### config.mk
export PLATFORM = sky130hd
export DESIGN_NAME = mux_scan_controller
export DESIGN_NICKNAME = d
export VERILOG_FILES = /design/src/rtl/mux_scan_controller.sv
export SDC_FILE = /design/constraint.sdc
export NUM_CORES = 1
export LEC_CHECK = 0
export ABC_AREA = 1
export CORE_MARGIN = 8
export CORE_UTILIZATION = 64
export DETAILED_ROUTE_END_ITERATION = 8
export DONT_BUFFER_PORTS = 1
export GPL_ROUTABILITY_DRIVEN = 0
export HOLD_SLACK_MARGIN = 0.03
export PLACE_DENSITY = 0.83
export SETUP_SLACK_MARGIN = 0.3
export SYNTH_ARGS = -nofsm -noshare
export SYNTH_HDL_FRONTEND = slang
export SYNTH_SLANG_ARGS = --single-unit
### constraint.sdc
create_clock -name clk -period 3.15 [get_ports clk]
set_input_delay 0.4725 -clock clk [delete_from_list [all_inputs] [get_ports clk]]
set_output_delay 0.4725 -clock clk [all_outputs]
set_load 0.005 [all_outputs]
### src/rtl/mux_scan_controller.sv
// Time-multiplexed reader for a 4-to-1 mux: steps the select through all four
// channels, captures one bit per channel and presents the 4-bit word with a valid pulse.
module mux_scan_controller #(
    parameter int SETTLE_CYCLES = 1
) (
    input  logic       clk,
    input  logic       rst_n,
    input  logic       start,
    input  logic       continuous,
    input  logic       mux_out,
    output logic [1:0] s,
    output logic [3:0] sample,
    output logic       valid,
    output logic       busy
);

    if (SETTLE_CYCLES < 1 || SETTLE_CYCLES > 16) begin : g_bad_settle
        $error("mux_scan_controller: SETTLE_CYCLES must be in 1..16");
    end

    localparam logic [3:0] RELOAD = 4'(SETTLE_CYCLES - 1);

    typedef enum logic [1:0] {
        IDLE = 2'd0,
        SCAN = 2'd1,
        DONE = 2'd2
    } state_t;

    state_t     state, state_nxt;
    logic [1:0] s_nxt;
    logic [3:0] cnt, cnt_nxt;
    logic [3:0] shadow, shadow_nxt;
    logic [3:0] sample_nxt;
    logic       valid_nxt;
    logic       busy_nxt;

    // Handshake: start is accepted only in IDLE; valid is a one-cycle strobe
    // with sample stable from that cycle until the next strobe (no back-pressure).
    always_ff @(posedge clk or negedge rst_n) begin
        if (!rst_n) begin
            state  <= IDLE;
            s      <= 2'b00;
            cnt    <= 4'd0;
            shadow <= 4'b0000;
            sample <= 4'b0000;
            valid  <= 1'b0;
            busy   <= 1'b0;
        end else begin
            state  <= state_nxt;
            s      <= s_nxt;
            cnt    <= cnt_nxt;
            shadow <= shadow_nxt;
            sample <= sample_nxt;
            valid  <= valid_nxt;
            busy   <= busy_nxt;
        end
    end

    always_comb begin
        state_nxt  = state;
        s_nxt      = s;
        cnt_nxt    = cnt;
        shadow_nxt = shadow;
        sample_nxt = sample;
        valid_nxt  = 1'b0;
        busy_nxt   = busy;

        case (state)
            IDLE: begin
                s_nxt = 2'b00;
                if (start) begin
                    state_nxt  = SCAN;
                    cnt_nxt    = RELOAD;
                    shadow_nxt = 4'b0000;
                    busy_nxt   = 1'b1;
                end
            end

            SCAN: begin
                if (cnt != 4'd0) begin
                    cnt_nxt = cnt - 4'd1;
                end else begin
                    // Capture on the last edge of the window so the mux gets the full hold time.
                    shadow_nxt[s] = mux_out;
                    if (s != 2'b11) begin
                        s_nxt   = s + 2'b01;
                        cnt_nxt = RELOAD;
                    end else begin
                        sample_nxt = shadow_nxt;
                        valid_nxt  = 1'b1;
                        s_nxt      = 2'b00;
                        state_nxt  = DONE;
                    end
                end
            end

            DONE: begin
                s_nxt      = 2'b00;
                shadow_nxt = 4'b0000;
                if (continuous) begin
                    state_nxt = SCAN;
                    cnt_nxt   = RELOAD;
                end else begin
                    state_nxt = IDLE;
                    busy_nxt  = 1'b0;
                end
            end

            default: begin
                state_nxt = IDLE;
                s_nxt     = 2'b00;
                busy_nxt  = 1'b0;
            end
        endcase
    end

endmodule

==> results.sh, run 1 <==
export IMPL_max_slew_margin=0.495
export IMPL_syn_nets=121
export IMPL_firstDrtPassIters=4
export IMPL_num_vias=678
export IMPL_status="completed"
export IMPL_start_util=0.696
export IMPL_syn_inst=111
export IMPL_syn_to_final_growth_pct=4.37
export IMPL_drive_gt1_frac=0.132
export IMPL_ctsHtreeMaxLevel=1
export IMPL_fp_dieW_um=53.9
export IMPL_clk_pin_slew_worst_paths_ns=0.09
export IMPL_cp_cell_sequence="inv_1, ha_1, nand2_1, nor2_4, nand2_1, nand2_1, nand2_1, nand2_1"
export IMPL_cp_common_cell="nand2_1"
export IMPL_async_reset_ff_frac=1.00
export IMPL_rsz0062_at_grt="false"
export IMPL_slew_violations=0
export IMPL_grt_overflow_total=0
export IMPL_drv_cap=0
export IMPL_drc=0
export IMPL_cts_tree="yes"
export IMPL_worstRegToRegCells=8
export IMPL_grt_max_degree=19
export IMPL_endpoint="cnt[2]$_DFFE_PN0P_"
export IMPL_nNetsFinal=126
export IMPL_io_buffers=0
export IMPL_avgSynthCellArea_sq_um=8.26
export IMPL_core_sq_mm=0.00132
export IMPL_synth_edff_count=0
export IMPL_p_per_area_mw_per_mm2=930
export IMPL_grt_pass1_wl_um=2800
export IMPL_p_leak_uw=0.000528
export IMPL_ant_nets=0
export IMPL_wl_per_cell_um=12.3
export IMPL_critPathCaptureType="flip-flop"
export IMPL_setup_slack_ns=1.53
export IMPL_numCtsBuffers=3
export IMPL_drt_iter0_markers=18
export IMPL_rr_endpoint="cnt[2]$_DFFE_PN0P_"
export IMPL_synth_top_area_frac=0.491
export IMPL_hold_path_class="input pin to flip-flop"
export IMPL_clock_path_buffers=2
export IMPL_grt_use_total=0.130
export IMPL_antenna_found_initial=0
export IMPL_synth_most_common_cell="nand2_1"
export IMPL_synth_area_leader_cell="dfrtp_1"
export IMPL_p_total_uw=890
export IMPL_yosys_top_cells_count="nand2_1, dfrtp_1, inv_1, nand3_1, nor2_1"
export IMPL_dp_hpwl_um=1180
export IMPL_dpl_worst_slack_ns=1.57
export IMPL_synth_area_leaders="dfrtp_1, nand2_1, ha_1, inv_1, nand3_1"
export IMPL_arrival_ns=1.85
export IMPL_row_count=13
export IMPL_clk_latency_ns=0.28
export IMPL_fin_worst_skew_ns=0.00322
export IMPL_grt_pass1_vias=671
export IMPL_post_synth_instance_area_sq_um=917
export IMPL_ir_drop_v=0.000480
export IMPL_fin_crit_sh=0.514
export IMPL_worstPathMaxFanout=11
export IMPL_final_setup_tns_ns=0
export IMPL_n_fill_cell=93
export IMPL_finalWirelength_um=1580
export IMPL_vias_per_cell=5.26
export IMPL_max_stage_delay_ns=0.38
export IMPL_slowest_stage="dfrtp_1"
export IMPL_crit_path_start_kind="flip-flop"
export IMPL_r2r_slack_ns=1.53
export IMPL_fmax_ghz=0.617
export IMPL_dominantRegCellSynth="dfrtp_1"
export IMPL_hold_viol=0
export IMPL_boundaryPins=13
export IMPL_yosysSeqAreaShare=0.491
export IMPL_cts_sinks=18
export IMPL_critPathLaunch="cnt[0]$_DFFE_PN0P_"
export IMPL_r2r_start="cnt[0]$_DFFE_PN0P_"
export IMPL_tightest_slew_ns=0.755
export IMPL_finalSetupViolations=0
export IMPL_fp_dieH_um=53.9
export IMPL_die_area_sq_mm=0.00290
export IMPL_ys_ff_latch=18
export IMPL_antenna_cells=0
export IMPL_synth_distinct_cells=17
export IMPL_root_buffer="clkbuf_4"
export IMPL_crit_required_ns=3.38
export IMPL_yosys_warnings=0
export IMPL_min_period_ns=1.62
export IMPL_multi_input_area_sq_um=392
export IMPL_critical_path_class="flip-flop to flip-flop"
export IMPL_seqCellArea_sq_um=450
==> placed cells by master, fill, tap and decap left out <==
cell type      netlist  final
o21ai_0              6      6
inv_2                5      5
a22o_1               1      1
o21ai_1              1      1
nand2_1             37     37
nor2_4               1      1
nor2_1               7      7
dlygate4sd3_1        0      1
dfrtp_1             18     18
o21ai_2              4      4
nand4_1              1      1
or2_1                1      1
nand2_2              2      2
inv_1               12     12
clkbuf_4             0      3
xor2_1               1      1
nand3_1              8      8
ha_1                 5      5
==> cell type report <==
type | instances | area share
sequential | 18 | 0.471
multi-input combinational | 75 | 0.409
inverter | 17 | 0.0667
clock buffer | 3 | 0.0235
tap | 15 | 0.0196
timing repair buffer | 1 | 0.0105
==> state kept, by name, indices dropped and copies added (netlist names) <==
name and count:
cnt 4, sample 4, shadow 4, s 2, state 2, busy 1
valid 1
==> critical path: cells and delay by family, from the launching register on <==
family	cells	cell delay, ns
buffers and inverters	1	0.12
adder cells (fa/ha/maj)	1	0.23
AND/OR/NAND/NOR	6	0.83
flip-flops	1	0.38
==> through the flow <==
stage,instances,instance area [sq um],hold slack (ns),util
after floorplan,111,917,0.177,-
after global placement,125,925,0.177,0.702
after detailed placement,125,925,0.177,0.702
after CTS,129,957,0.330,0.726
after global routing,129,957,0.325,0.726
final,129,957,0.328,0.726
==> worst min path at each step <==
| stage | endpoint | startpoint | depth (start not counted) | slack, ns |
|---|---|---|---|---|
| floorplan | busy$_DFFE_PN0P_ | rst_n | 0 | 0.18 |
| global placement | sample[1]$_DFFE_PN0P_ | rst_n | 0 | 0.18 |
| detailed placement | sample[1]$_DFFE_PN0P_ | rst_n | 0 | 0.18 |
| CTS | busy$_DFFE_PN0P_ | start | 1 | 0.33 |
| global route | busy$_DFFE_PN0P_ | start | 1 | 0.32 |
| finish | busy$_DFFE_PN0P_ | start | 1 | 0.33 |
==> cells by family (layout without fill, tap and decap cells) <==
group           count (synthesis)  count (layout)  share of synthesized area
xor+xnor                        1               1                    0.00955
fa+ha+maj                       5               5                     0.0682
simple gates                   57              57                      0.263
flops                          18              18                      0.491
compound gates                 12              12                     0.0859
buf+inv                        18              21                     0.0819
==> where the power goes <==
part | total, uW | switching [uW] | internal, uW
sequential | 410 | 82.3 | 328
combinational | 373 | 235 | 138
clock | 108 | 63.2 | 44.4
total | 890 | 380 | 510
==> routing by layer <==
| metal | GRT usage | part of all wire | vias to the layer above |
|---|---|---|---|
| met2 | 0.199 | 0.41 | 27 |
| met1 | 0.164 | 0.47 | 295 |
| met4 | 0.0756 | 0.026 | 0 |
| met5 | 0 | 0 | - |
| met3 | 0.0303 | 0.095 | 6 |
| li1 | - | - | 350 |
==> timing repair <==
item	CTS	global route
hold buffers	1	0
resized for setup	0	0
buffers inserted	0	0
endpoints found under the hold margin	18	0
setup endpoints to repair	0	0
No activity file was read; power rests on OpenSTA's default activity.
==> inputs of run 2 (changes only) <==
--- a/config.mk
+++ b/config.mk
@@ -7,12 +7,12 @@
 export LEC_CHECK = 0
 export ABC_AREA = 1
 export CORE_MARGIN = 8
-export CORE_UTILIZATION = 64
+export CORE_UTILIZATION = 54
 export DETAILED_ROUTE_END_ITERATION = 8
 export DONT_BUFFER_PORTS = 1
 export GPL_ROUTABILITY_DRIVEN = 0
 export HOLD_SLACK_MARGIN = 0.03
-export PLACE_DENSITY = 0.83
+export PLACE_DENSITY = 0.75
 export SETUP_SLACK_MARGIN = 0.3
 export SYNTH_ARGS = -nofsm -noshare
 export SYNTH_HDL_FRONTEND = slang
==> constraint.sdc (replaced) <==
create_clock -name clk -period 1.42 [get_ports clk]
set_input_delay 0.213 -clock clk [delete_from_list [all_inputs] [get_ports clk]]
set_output_delay 0.213 -clock clk [all_outputs]
set_load 0.005 [all_outputs]
==> results.sh, run 2 (synthesis gave the netlist of run 1 again) <==
export IMPL_antenna_cells=0
export IMPL_hold_path_class="input pin to flip-flop"
export IMPL_tightest_slew_ns=0.778
export IMPL_drv_cap=0
export IMPL_worstPathMaxFanout=5
export IMPL_final_area_sq_mm=0.00121
export IMPL_critPathCaptureType="flip-flop"
export IMPL_grt_use_total=0.119
export IMPL_dp_hpwl_um=1320
export IMPL_hold_path_end="busy$_DFFE_PN0P_"
export IMPL_critical_path_class="flip-flop to flip-flop"
export IMPL_clock_path_buffers=2
export IMPL_grt_pass1_vias=725
export IMPL_fp_dieW_um=57.2
export IMPL_finalSetupViolations=0
export IMPL_fmax_ghz=0.780
export IMPL_cts_tree="yes"
export IMPL_crit_required_ns=1.61
export IMPL_holdPathStages=1
export IMPL_min_delay_start="start"
export IMPL_fin_worst_skew_ns=0.000899
export IMPL_grtUsageMet1=0.120
export IMPL_io_buffers=0
export IMPL_cts_sinks=18
export IMPL_nNetsFinal=134
export IMPL_layout_common_cells="nand2_1, dfrtp_1, inv_2"
export IMPL_fin_crit_sh=0.903
export IMPL_firstDrtPassIters=4
export IMPL_hold_viol=0
export IMPL_rsz0062_at_grt="true"
export IMPL_num_vias=748
export IMPL_grt_use_met3=0.0377
export IMPL_met2_usage=0.206
export IMPL_die_area_sq_mm=0.00327
export IMPL_wl_per_cell_um=14.0
export IMPL_finalWirelength_um=1960
export IMPL_dpl_worst_slack_ns=0.135
export IMPL_top_regs="cnt (4), sample (4), shadow (4)"
export IMPL_crit_path_start_kind="flip-flop"
export IMPL_start_util=0.555
export IMPL_min_period_ns=1.28
export IMPL_p_per_area_mw_per_mm2=2100
export IMPL_antenna_found_initial=0
export IMPL_vias_per_cell=5.34
export IMPL_r2r_start="state[1]$_DFFE_PN0P_"
export IMPL_drt_iter0_markers=11
export IMPL_rr_endpoint="shadow[3]$_DFFE_PN0P_"
export IMPL_p_leak_uw=0.000619
export IMPL_grt_overflow_total=0
export IMPL_r2r_slack_ns=0.14
export IMPL_status="completed"
export IMPL_worstRegToRegCells=4
export IMPL_row_count=15
export IMPL_drive_gt1_frac=0.439
export IMPL_grt_max_degree=19
export IMPL_drc=0
export IMPL_final_util=0.733
export IMPL_boundaryPins=13
export IMPL_dpl_cell_area_sq_um=977
export IMPL_syn_to_final_growth_pct=31.9
export IMPL_layout_commonest_cell="nand2_1"
export IMPL_grt_busiest_layer="met2"
export IMPL_fp_dieH_um=57.2
export IMPL_arrival_ns=1.48
export IMPL_ir_drop_v=0.00118
export IMPL_numCtsBuffers=3
export IMPL_max_slew_margin=0.479
export IMPL_clk_latency_ns=0.30
export IMPL_setup_slack_ns=0.138
export IMPL_n_fill_cell=115
export IMPL_root_buffer="clkbuf_4"
export IMPL_core_sq_mm=0.00165
export IMPL_ant_nets=0
export IMPL_seqCellArea_sq_um=450
export IMPL_multi_input_area_sq_um=523
export IMPL_clk_pin_slew_worst_paths_ns=0.10
export IMPL_final_setup_tns_ns=0
export IMPL_grt_pass1_wl_um=3080
export IMPL_slew_violations=0
export IMPL_ctsHtreeMaxLevel=1
[run 2: cell types whose count changed in the layout (fill, tap and decap cells not counted), moves of 2 or more]
cell	delta
buf_4	+4
buf_6	+2
ha_1	-2
inv_1	-8
inv_2	+7
nand2_1	-13
nand2_2	+4
nand2_4	+9
o21ai_0	-6
o21ai_2	+4
[run 2: repair_timing]
item                                    CTS  global route
setup buffers                             6             0
hold endpoints to repair                 18             0
hold buffers                              1             0
resized for setup                        27            10
pin swaps                                 8             0
endpoints found under the setup margin   17            17
gates cloned                              1             0
[run 2: where the power goes]
group          total (uW)  internal, uW  switching, uW
clock network         318           156            162
logic                1250           565            683
registers             970           727            243
[run 2: metal layers]
layer  part of all wire  wire (um)  up-vias
met5                  0          0        -
met4              0.019         37        0
met3              0.035         69        5
met2               0.53       1050        9
met1               0.41        804      363
li1                   -          -      371
[run 2: worst max-delay path by stage]
stage / slack [ns] / from / cells after the start / end
2_1_floorplan: 0.22 / cnt[0]$_DFFE_PN0P_ / 8 / sample[0]$_DFFE_PN0P_
3_3_place_gp: 0.16 / cnt[1]$_DFFE_PN0P_ / 8 / sample[1]$_DFFE_PN0P_
3_5_place_dp: 0.14 / cnt[0]$_DFFE_PN0P_ / 8 / sample[2]$_DFFE_PN0P_
4_1_cts: 0.18 / cnt[0]$_DFFE_PN0P_ / 8 / s[0]$_DFFE_PN0P_
5_1_grt: 0.08 / cnt[0]$_DFFE_PN0P_ / 9 / shadow[3]$_DFFE_PN0P_
6_report: 0.14 / state[1]$_DFFE_PN0P_ / 4 / shadow[3]$_DFFE_PN0P_
[run 2: final cells by class]
cell class                 count  share of cell area
multi-input combinational     75               0.432
tap                           17              0.0176
sequential                    18               0.372
timing repair buffer           9              0.0910
clock buffer                   4              0.0300
inverter                      17              0.0569
[run 2: through the flow]
step | std cells | hold WS [ns] | power, uW
finish | 140 | 0.0537 | 2540
global route | 140 | 0.0460 | 2730
CTS | 140 | 0.0602 | 2460
detailed placement | 128 | -0.0820 | 1830
global placement | 128 | -0.0820 | 1800
floorplan | 111 | -0.0826 | 1640
[run 2: worst max-delay path, stage by stage (launching register included)]
cell and delay, ns:
dfrtp_1 0.44, o21ai_1 0.48, nand2_4 0.12, nand2_2 0.07, nand2_1 0.05
